## src/rtl/cache_pkg.sv

```systemverilog
// Shared FSM encodings and address-field helpers for the write-through data cache.
package cache_pkg;

  localparam logic [1:0] S_IDLE   = 2'd0;
  localparam logic [1:0] S_REFILL = 2'd1;
  localparam logic [1:0] S_WRITE  = 2'd2;

  localparam int unsigned BYTE_OFF_W = 2;
  localparam int unsigned BE_W       = 4;
  localparam int unsigned CNT_W      = 16;

  function automatic int unsigned off_width(input int unsigned line_words);
    return $clog2(line_words);
  endfunction

  function automatic int unsigned idx_width(input int unsigned sets);
    return $clog2(sets);
  endfunction

  function automatic int unsigned tag_width(input int unsigned width,
                                            input int unsigned sets,
                                            input int unsigned line_words);
    return width - $clog2(sets) - $clog2(line_words) - BYTE_OFF_W;
  endfunction

  // Extract a w-bit field starting at bit lsb of a (zero-extended) address.
  function automatic logic [63:0] addr_field(input logic [63:0] addr,
                                             input int unsigned lsb,
                                             input int unsigned w);
    logic [63:0] mask;
    mask = (64'd1 << w) - 64'd1;
    return (addr >> lsb) & mask;
  endfunction

endpackage

```

## src/rtl/dcache_store.sv

```systemverilog
// Tag, valid and data arrays of the direct-mapped cache: one lookup port,
// a refill word port, a byte-merge port gated by its own hit, and line validate.
module dcache_store
  import cache_pkg::*;
#(
  parameter int unsigned WIDTH      = 32,
  parameter int unsigned SETS       = 16,
  parameter int unsigned LINE_WORDS = 4,
  localparam int unsigned OFF_W = off_width(LINE_WORDS),
  localparam int unsigned IDX_W = idx_width(SETS),
  localparam int unsigned TAG_W = tag_width(WIDTH, SETS, LINE_WORDS)
) (
  input  logic             clk_i,
  input  logic             rst_i,
  input  logic [IDX_W-1:0] rd_idx_i,
  input  logic [OFF_W-1:0] rd_off_i,
  input  logic [TAG_W-1:0] rd_tag_i,
  output logic [WIDTH-1:0] rd_data_c_o,
  output logic             rd_hit_c_o,
  input  logic             rf_we_i,
  input  logic [IDX_W-1:0] rf_idx_i,
  input  logic [OFF_W-1:0] rf_off_i,
  input  logic [WIDTH-1:0] rf_data_i,
  input  logic             mg_we_i,
  input  logic [IDX_W-1:0] mg_idx_i,
  input  logic [OFF_W-1:0] mg_off_i,
  input  logic [TAG_W-1:0] mg_tag_i,
  input  logic [WIDTH-1:0] mg_data_i,
  input  logic [BE_W-1:0]  mg_be_i,
  input  logic             val_we_i,
  input  logic [IDX_W-1:0] val_idx_i,
  input  logic [TAG_W-1:0] val_tag_i
);

  logic [WIDTH-1:0] data_q [SETS*LINE_WORDS];
  logic [TAG_W-1:0] tag_q  [SETS];
  logic [SETS-1:0]  valid_q;
  logic             mg_hit;

  assign rd_data_c_o = data_q[{rd_idx_i, rd_off_i}];
  assign rd_hit_c_o  = valid_q[rd_idx_i] & (tag_q[rd_idx_i] == rd_tag_i);

  // A store that misses leaves the line untouched (no write-allocate).
  assign mg_hit = mg_we_i & valid_q[mg_idx_i] & (tag_q[mg_idx_i] == mg_tag_i);

  always_ff @(posedge clk_i) begin
    if (rf_we_i) begin
      data_q[{rf_idx_i, rf_off_i}] <= rf_data_i;
    end else if (mg_hit) begin
      for (int b = 0; b < int'(BE_W); b++) begin
        if (mg_be_i[b]) data_q[{mg_idx_i, mg_off_i}][8*b +: 8] <= mg_data_i[8*b +: 8];
      end
    end
    if (val_we_i) tag_q[val_idx_i] <= val_tag_i;
  end

  always_ff @(posedge clk_i or posedge rst_i) begin
    if (rst_i) begin
      valid_q <= '0;
    end else if (val_we_i) begin
      valid_q[val_idx_i] <= 1'b1;
    end
  end

endmodule

```

## src/rtl/dcache_wt.sv

```systemverilog
// Direct-mapped write-through, no-write-allocate data cache: zero-stall read hits,
// line refill on read miss, every store forwarded to memory.
module dcache_wt
  import cache_pkg::*;
#(
  parameter int unsigned WIDTH      = 32,
  parameter int unsigned SETS       = 16,
  parameter int unsigned LINE_WORDS = 4
) (
  input  logic             CLK,
  input  logic             rst,
  input  logic             cpu_req,
  input  logic             cpu_we,
  input  logic [WIDTH-1:0] cpu_addr,
  input  logic [WIDTH-1:0] cpu_wdata,
  input  logic [BE_W-1:0]  cpu_be,
  output logic [WIDTH-1:0] cpu_rdata,
  output logic             cpu_stall,
  output logic             mem_req,
  output logic             mem_we,
  output logic [WIDTH-1:0] mem_addr,
  output logic [WIDTH-1:0] mem_wdata,
  output logic [BE_W-1:0]  mem_be,
  input  logic             mem_ack,
  input  logic [WIDTH-1:0] mem_rdata,
  output logic [CNT_W-1:0] hit_count,
  output logic [CNT_W-1:0] miss_count
);

  localparam int unsigned OFF_W  = off_width(LINE_WORDS);
  localparam int unsigned IDX_W  = idx_width(SETS);
  localparam int unsigned TAG_W  = tag_width(WIDTH, SETS, LINE_WORDS);
  localparam int unsigned LINE_W = TAG_W + IDX_W;
  localparam int unsigned WADR_W = WIDTH - BYTE_OFF_W;

  logic [1:0]        state_q, state_d;
  logic [OFF_W-1:0]  cnt_q, cnt_d;
  logic [LINE_W-1:0] line_q, line_d;
  logic [WADR_W-1:0] st_addr_q, st_addr_d;
  logic [WIDTH-1:0]  st_wdata_q, st_wdata_d;
  logic [BE_W-1:0]   st_be_q, st_be_d;
  logic [CNT_W-1:0]  hit_q, hit_d;
  logic [CNT_W-1:0]  miss_q, miss_d;

  logic [IDX_W-1:0]  cpu_idx;
  logic [OFF_W-1:0]  cpu_off;
  logic [TAG_W-1:0]  cpu_tag;
  logic              rd_hit;
  logic              rf_we, mg_we, val_we;

  assign cpu_off = OFF_W'(addr_field(64'(cpu_addr), BYTE_OFF_W, OFF_W));
  assign cpu_idx = IDX_W'(addr_field(64'(cpu_addr), BYTE_OFF_W + OFF_W, IDX_W));
  assign cpu_tag = TAG_W'(addr_field(64'(cpu_addr), BYTE_OFF_W + OFF_W + IDX_W, TAG_W));

  dcache_store #(
    .WIDTH      (WIDTH),
    .SETS       (SETS),
    .LINE_WORDS (LINE_WORDS)
  ) u_store (
    .clk_i       (CLK),
    .rst_i       (rst),
    .rd_idx_i    (cpu_idx),
    .rd_off_i    (cpu_off),
    .rd_tag_i    (cpu_tag),
    .rd_data_c_o (cpu_rdata),
    .rd_hit_c_o  (rd_hit),
    .rf_we_i     (rf_we),
    .rf_idx_i    (line_q[IDX_W-1:0]),
    .rf_off_i    (cnt_q),
    .rf_data_i   (mem_rdata),
    .mg_we_i     (mg_we),
    .mg_idx_i    (st_addr_q[OFF_W +: IDX_W]),
    .mg_off_i    (st_addr_q[OFF_W-1:0]),
    .mg_tag_i    (st_addr_q[OFF_W+IDX_W +: TAG_W]),
    .mg_data_i   (st_wdata_q),
    .mg_be_i     (st_be_q),
    .val_we_i    (val_we),
    .val_idx_i   (line_q[IDX_W-1:0]),
    .val_tag_i   (line_q[LINE_W-1:IDX_W])
  );

  // Memory interface is a pure decode of state and capture registers, so it holds until ack.
  assign mem_req   = (state_q == S_REFILL) | (state_q == S_WRITE);
  assign mem_we    = (state_q == S_WRITE);
  assign mem_addr  = (state_q == S_WRITE) ? {st_addr_q, 2'b00} : {line_q, cnt_q, 2'b00};
  assign mem_wdata = st_wdata_q;
  assign mem_be    = st_be_q;

  assign hit_count  = hit_q;
  assign miss_count = miss_q;

  always_comb begin
    state_d    = state_q;
    cnt_d      = cnt_q;
    line_d     = line_q;
    st_addr_d  = st_addr_q;
    st_wdata_d = st_wdata_q;
    st_be_d    = st_be_q;
    hit_d      = hit_q;
    miss_d     = miss_q;
    cpu_stall  = 1'b0;
    rf_we      = 1'b0;
    mg_we      = 1'b0;
    val_we     = 1'b0;
    case (state_q)
      S_IDLE: begin
        if (cpu_req) begin
          if (cpu_we) begin
            cpu_stall  = 1'b1;
            st_addr_d  = cpu_addr[WIDTH-1:BYTE_OFF_W];
            st_wdata_d = cpu_wdata;
            st_be_d    = cpu_be;
            state_d    = S_WRITE;
          end else if (rd_hit) begin
            hit_d = hit_q + 16'd1;
          end else begin
            cpu_stall = 1'b1;
            miss_d    = miss_q + 16'd1;
            line_d    = cpu_addr[WIDTH-1:OFF_W+BYTE_OFF_W];
            cnt_d     = '0;
            state_d   = S_REFILL;
          end
        end
      end
      S_REFILL: begin
        cpu_stall = 1'b1;
        if (mem_ack) begin
          rf_we = 1'b1;
          cnt_d = cnt_q + OFF_W'(1);
          if (cnt_q == OFF_W'(LINE_WORDS - 1)) begin
            val_we  = 1'b1;
            state_d = S_IDLE;
          end
        end
      end
      S_WRITE: begin
        cpu_stall = ~mem_ack;
        if (mem_ack) begin
          mg_we   = 1'b1;
          state_d = S_IDLE;
        end
      end
      default: state_d = S_IDLE;
    endcase
    // The core must never see a stall while the cache is held in reset.
    if (rst) cpu_stall = 1'b0;
  end

  always_ff @(posedge CLK or posedge rst) begin
    if (rst) begin
      state_q    <= S_IDLE;
      cnt_q      <= '0;
      line_q     <= '0;
      st_addr_q  <= '0;
      st_wdata_q <= '0;
      st_be_q    <= '0;
      hit_q      <= '0;
      miss_q     <= '0;
    end else begin
      state_q    <= state_d;
      cnt_q      <= cnt_d;
      line_q     <= line_d;
      st_addr_q  <= st_addr_d;
      st_wdata_q <= st_wdata_d;
      st_be_q    <= st_be_d;
      hit_q      <= hit_d;
      miss_q     <= miss_d;
    end
  end

endmodule

```

## config.mk

```make
export PLATFORM = sky130hd
export DESIGN_NAME = dcache_wt
export DESIGN_NICKNAME = d
export VERILOG_FILES = /design/src/rtl/cache_pkg.sv /design/src/rtl/dcache_store.sv /design/src/rtl/dcache_wt.sv
export SDC_FILE = /design/constraint.sdc
export NUM_CORES = 2
export LEC_CHECK = 0
export CAP_MARGIN = 40
export CORE_AREA = 5 5 514 516
export DETAILED_ROUTE_END_ITERATION = 6
export DIE_AREA = 0 0 519 521
export HOLD_SLACK_MARGIN = 0.05
export PLACE_DENSITY = 0.56
export SETUP_SLACK_MARGIN = 0.02
export SYNTH_ARGS = -nofsm -noshare
export SYNTH_HDL_FRONTEND = slang
export SYNTH_SLANG_ARGS = --single-unit
```

## constraint.sdc

```tcl
create_clock -name CLK -period 5.3 [get_ports CLK]
set_input_delay 0.795 -clock CLK [delete_from_list [all_inputs] [get_ports CLK]]
set_output_delay 0.795 -clock CLK [all_outputs]
set_load 0.01 [all_outputs]
```

==> impl_results.md <==
* Most common cell after layout, fill and taps aside: edfxtp_1
* Data required time of the worst path at 5.91 ns
* FFs w/ async S/R, synth at 0.0566
* GPL Wtd Cong at 0.855
* RSZ-0062 raised after global routing: false
* Gr usage total at 0.214
* Clk sinks at 2578
* Vias/cell at 5.77
* Final ANT Viol Nets at 0
* Total Power at 51300 uW
* Critical path's slowest cell: dfrtp_4
* CP Cell Sequence: buf_4, buf_12, mux4_2, mux4_2, xor2_1, nor4_1, buf_4, nor4b_2, buf_4, nand4_1, buf_12, buf_4, buf_4, mux2i_4, nor2_1, buf_12
* Vias in the first global route at 55009
* WL final at 293000 um
* Die Width at 519 um
* Setup total negative slack at 0 ns
* Clk_lat worst skew at 0.93 ns
* Crit path time final at 5.11 ns
* Global route overflow at 0
* Via count at 53836
* Status: complete, no violations
* Slew Viols, Final at 0
* Period utilization at 0.965
* Share of the synthesized area in the top cell type at 0.693
* Mean area per synthesized cell at 21.5 sq um
* Peak supply drop at 386 uV
* RR Startpoint: st_addr_q[2]$_DFFE_PP0P_
* Die height at 521 um
* Peak Freq at 196 MHz
* Antenna violations before repair at 15
* Critical Path End Type: flop
* Core Area at 0.259 sq mm
* R2R setup slack at 0.19 ns
* Slowest stage delay, CP at 0.53 ns
* Die area at 0.270 sq mm
* Post-Syn Instances at 4900
* Sequential area share after synthesis at 0.727
* Dpl cell area at 0.117 sq mm
* Fill cells at 20946
* Max_cap viols at 0
* Seq cells post-synth at 2578
* Synthesis-to-layout area growth at 19.9%
* Endpoints failing hold at 0
* # IOs at 240
* Startpoint Class: flop
* Crit Path Class: flop to flop
* First-pass GRT wire length at 417000 um
* Worst slack at placement at 0.00379 ns
* Worst setup margin at 0.188 ns
* DRC at 0
* Leading area contributor after synthesis: edfxtp_1
* Rel. slew slack at 0.392
* Clock buffer depth at 4
* # rows at 187
* Distinct cells, synth at 64
* CTS clk-pin slew, worst paths at 0.06 ns
* R2r worst-path depth at 16
* Root Driver: clkbuf_16
* RR Endpoint: u_store.data_q[60][21]$_DFFE_PP_
* Post-route cell area at 0.126 sq mm
* Num CTS Buffers at 288
* CP dominant cell by count: buf_4
* Largest net degree at the start of global routing at 86
* Setup violators final at 0
* Leakage Power at 0.0415 uW
* Initial Util at 0.407
* H-tree depth at 5
* Worst-Margin Slew at 0.909 ns
* Pwr dens at 406 mW/mm^2
* Worst Hold Class: input port to asynchronous set/reset pin
* Wire per inst at 31.4 um
* I/O Buffers at 235
* Clock skew at 0.0698 ns
* Leading cell types in the layout, fill and taps excluded: edfxtp_1, mux4_2, buf_4
* 1st-iter DRT viols at 5542
* Hold_buf cts at 0
* Post-synthesis cell area at 0.105 sq mm
* Share of layout cells above drive strength 1 at 0.352
* Predominant post-synthesis flop cell: edfxtp_1
* EDFF count, synth at 2432
* Top post-synthesis cells by area: edfxtp_1, mux4_2, dfrtp_1
* Yosys warning total at 0
* Worst EP arrival at 5.72 ns
* TritonCTS clock tree: built
* Worst hold margin at 0.460 ns
* CP Max Fanout at 54
* Final Net Count at 5833
* First-pass detailed-route iteration total at 6
* HPWL after DPL at 192000 um
-- where the power goes --
part / switching, uW / leakage [uW] / internal (uW)
logic: 4140 / 0.0135 / 3780
clock network: 7770 / 0.00435 / 11200
registers: 1040 / 0.0237 / 23400
total: 13000 / 0.0415 / 38400
-- cells by family after synthesis --
group                      synth area share
AOI/OAI and AO/OA                   0.00523
xor gates and xnor gates            0.00640
DFF                                   0.727
other                             0.0000356
adders and majority gates          0.000831
muxes                                 0.219
buffers and inverters                0.0132
and+or+nand+nor                      0.0281
-- stage by stage --
stage / instances / util
after global routing: 9325 / 0.489
after CTS: 9318 / 0.488
after global placement: 8768 / 0.452
final: 9327 / 0.489
after floorplan: 4901 / -
after detailed placement: 8827 / 0.454
-- cells in the mapped netlist, drive strengths merged, types with 16 or more instances --
cell / number
xor2: 27
dfrtp: 146
nand3: 30
nor2: 419
mux2i: 156
nor2b: 16
a22oi: 16
clkbuf: 146
nand4: 24
edfxtp: 2432
mux4: 863
nand2: 64
mux2: 164
a21oi: 16
o21ai: 19
or2: 17
buf: 154
xnor2: 50
-- flip-flops by register name, indices dropped and copies added (netlist names) --
signal	cells
st_addr_q	30
u_store.valid_q	16
miss_count	16
line_q	28
mem_be	4
mem_wdata	32
hit_count	16
cnt_q	2
u_store.tag_q	384
u_store.data_q	2048
state_q	2
-- worst max-delay path, delay by kind of cell, from the launching register on --
family	cells	cell delay [ns]
buf+inv	8	1.62
mux	3	1.27
simple gates	4	1.21
flops	1	0.53
xor+xnor	1	0.15
-- final cells by class --
| type | count | area, sq um | area share |
|---|---|---|---|
| Clock inverter | 124 | 1060 | 0.00839 |
| Timing Repair Buffer | 830 | 9040 | 0.0715 |
| Antenna cell | 4 | 10.0 | 0.0000792 |
| Multi-Input combinational cell | 2011 | 27500 | 0.218 |
| Inverter | 12 | 55.1 | 0.000435 |
| Clock buffer | 366 | 7780 | 0.0615 |
| Sequential cell | 2578 | 76700 | 0.607 |
| Tap cell | 3402 | 4260 | 0.0337 |
-- what timing repair did --
action / CTS / global route
endpoints found under the setup margin: 20 / 478
buffers inserted: 1 / 2
resized for setup: 2 / 2
pin swaps: 0 / 0
-- worst max-delay path by stage --
stage / end / from / slack (ns)
6_report: u_store.data_q[60][21]$_DFFE_PP_ / st_addr_q[2]$_DFFE_PP0P_ / 0.19
5_1_grt: cpu_stall / u_store.tag_q[15][18]$_DFFE_PP_ / 0.10
4_1_cts: u_store.data_q[60][21]$_DFFE_PP_ / st_addr_q[2]$_DFFE_PP0P_ / 0.03
3_5_place_dp: u_store.data_q[18][1]$_DFFE_PP_ / st_addr_q[2]$_DFFE_PP0P_ / 0.004
3_3_place_gp: u_store.data_q[29][29]$_DFFE_PP_ / st_addr_q[2]$_DFFE_PP0P_ / -0.19
2_1_floorplan: cnt_q[0]$_DFFE_PP0P_ / rst / 0.58
-- routing by layer --
metal	global-route usage	wire [um]	up-vias
met5	0	115	-
met1	0.302	123000	29293
met2	0.347	142000	1991
li1	-	-	22104
met3	0.0397	20000	430
met4	0.0538	7740	18
(Power assumes the default switching activity.)
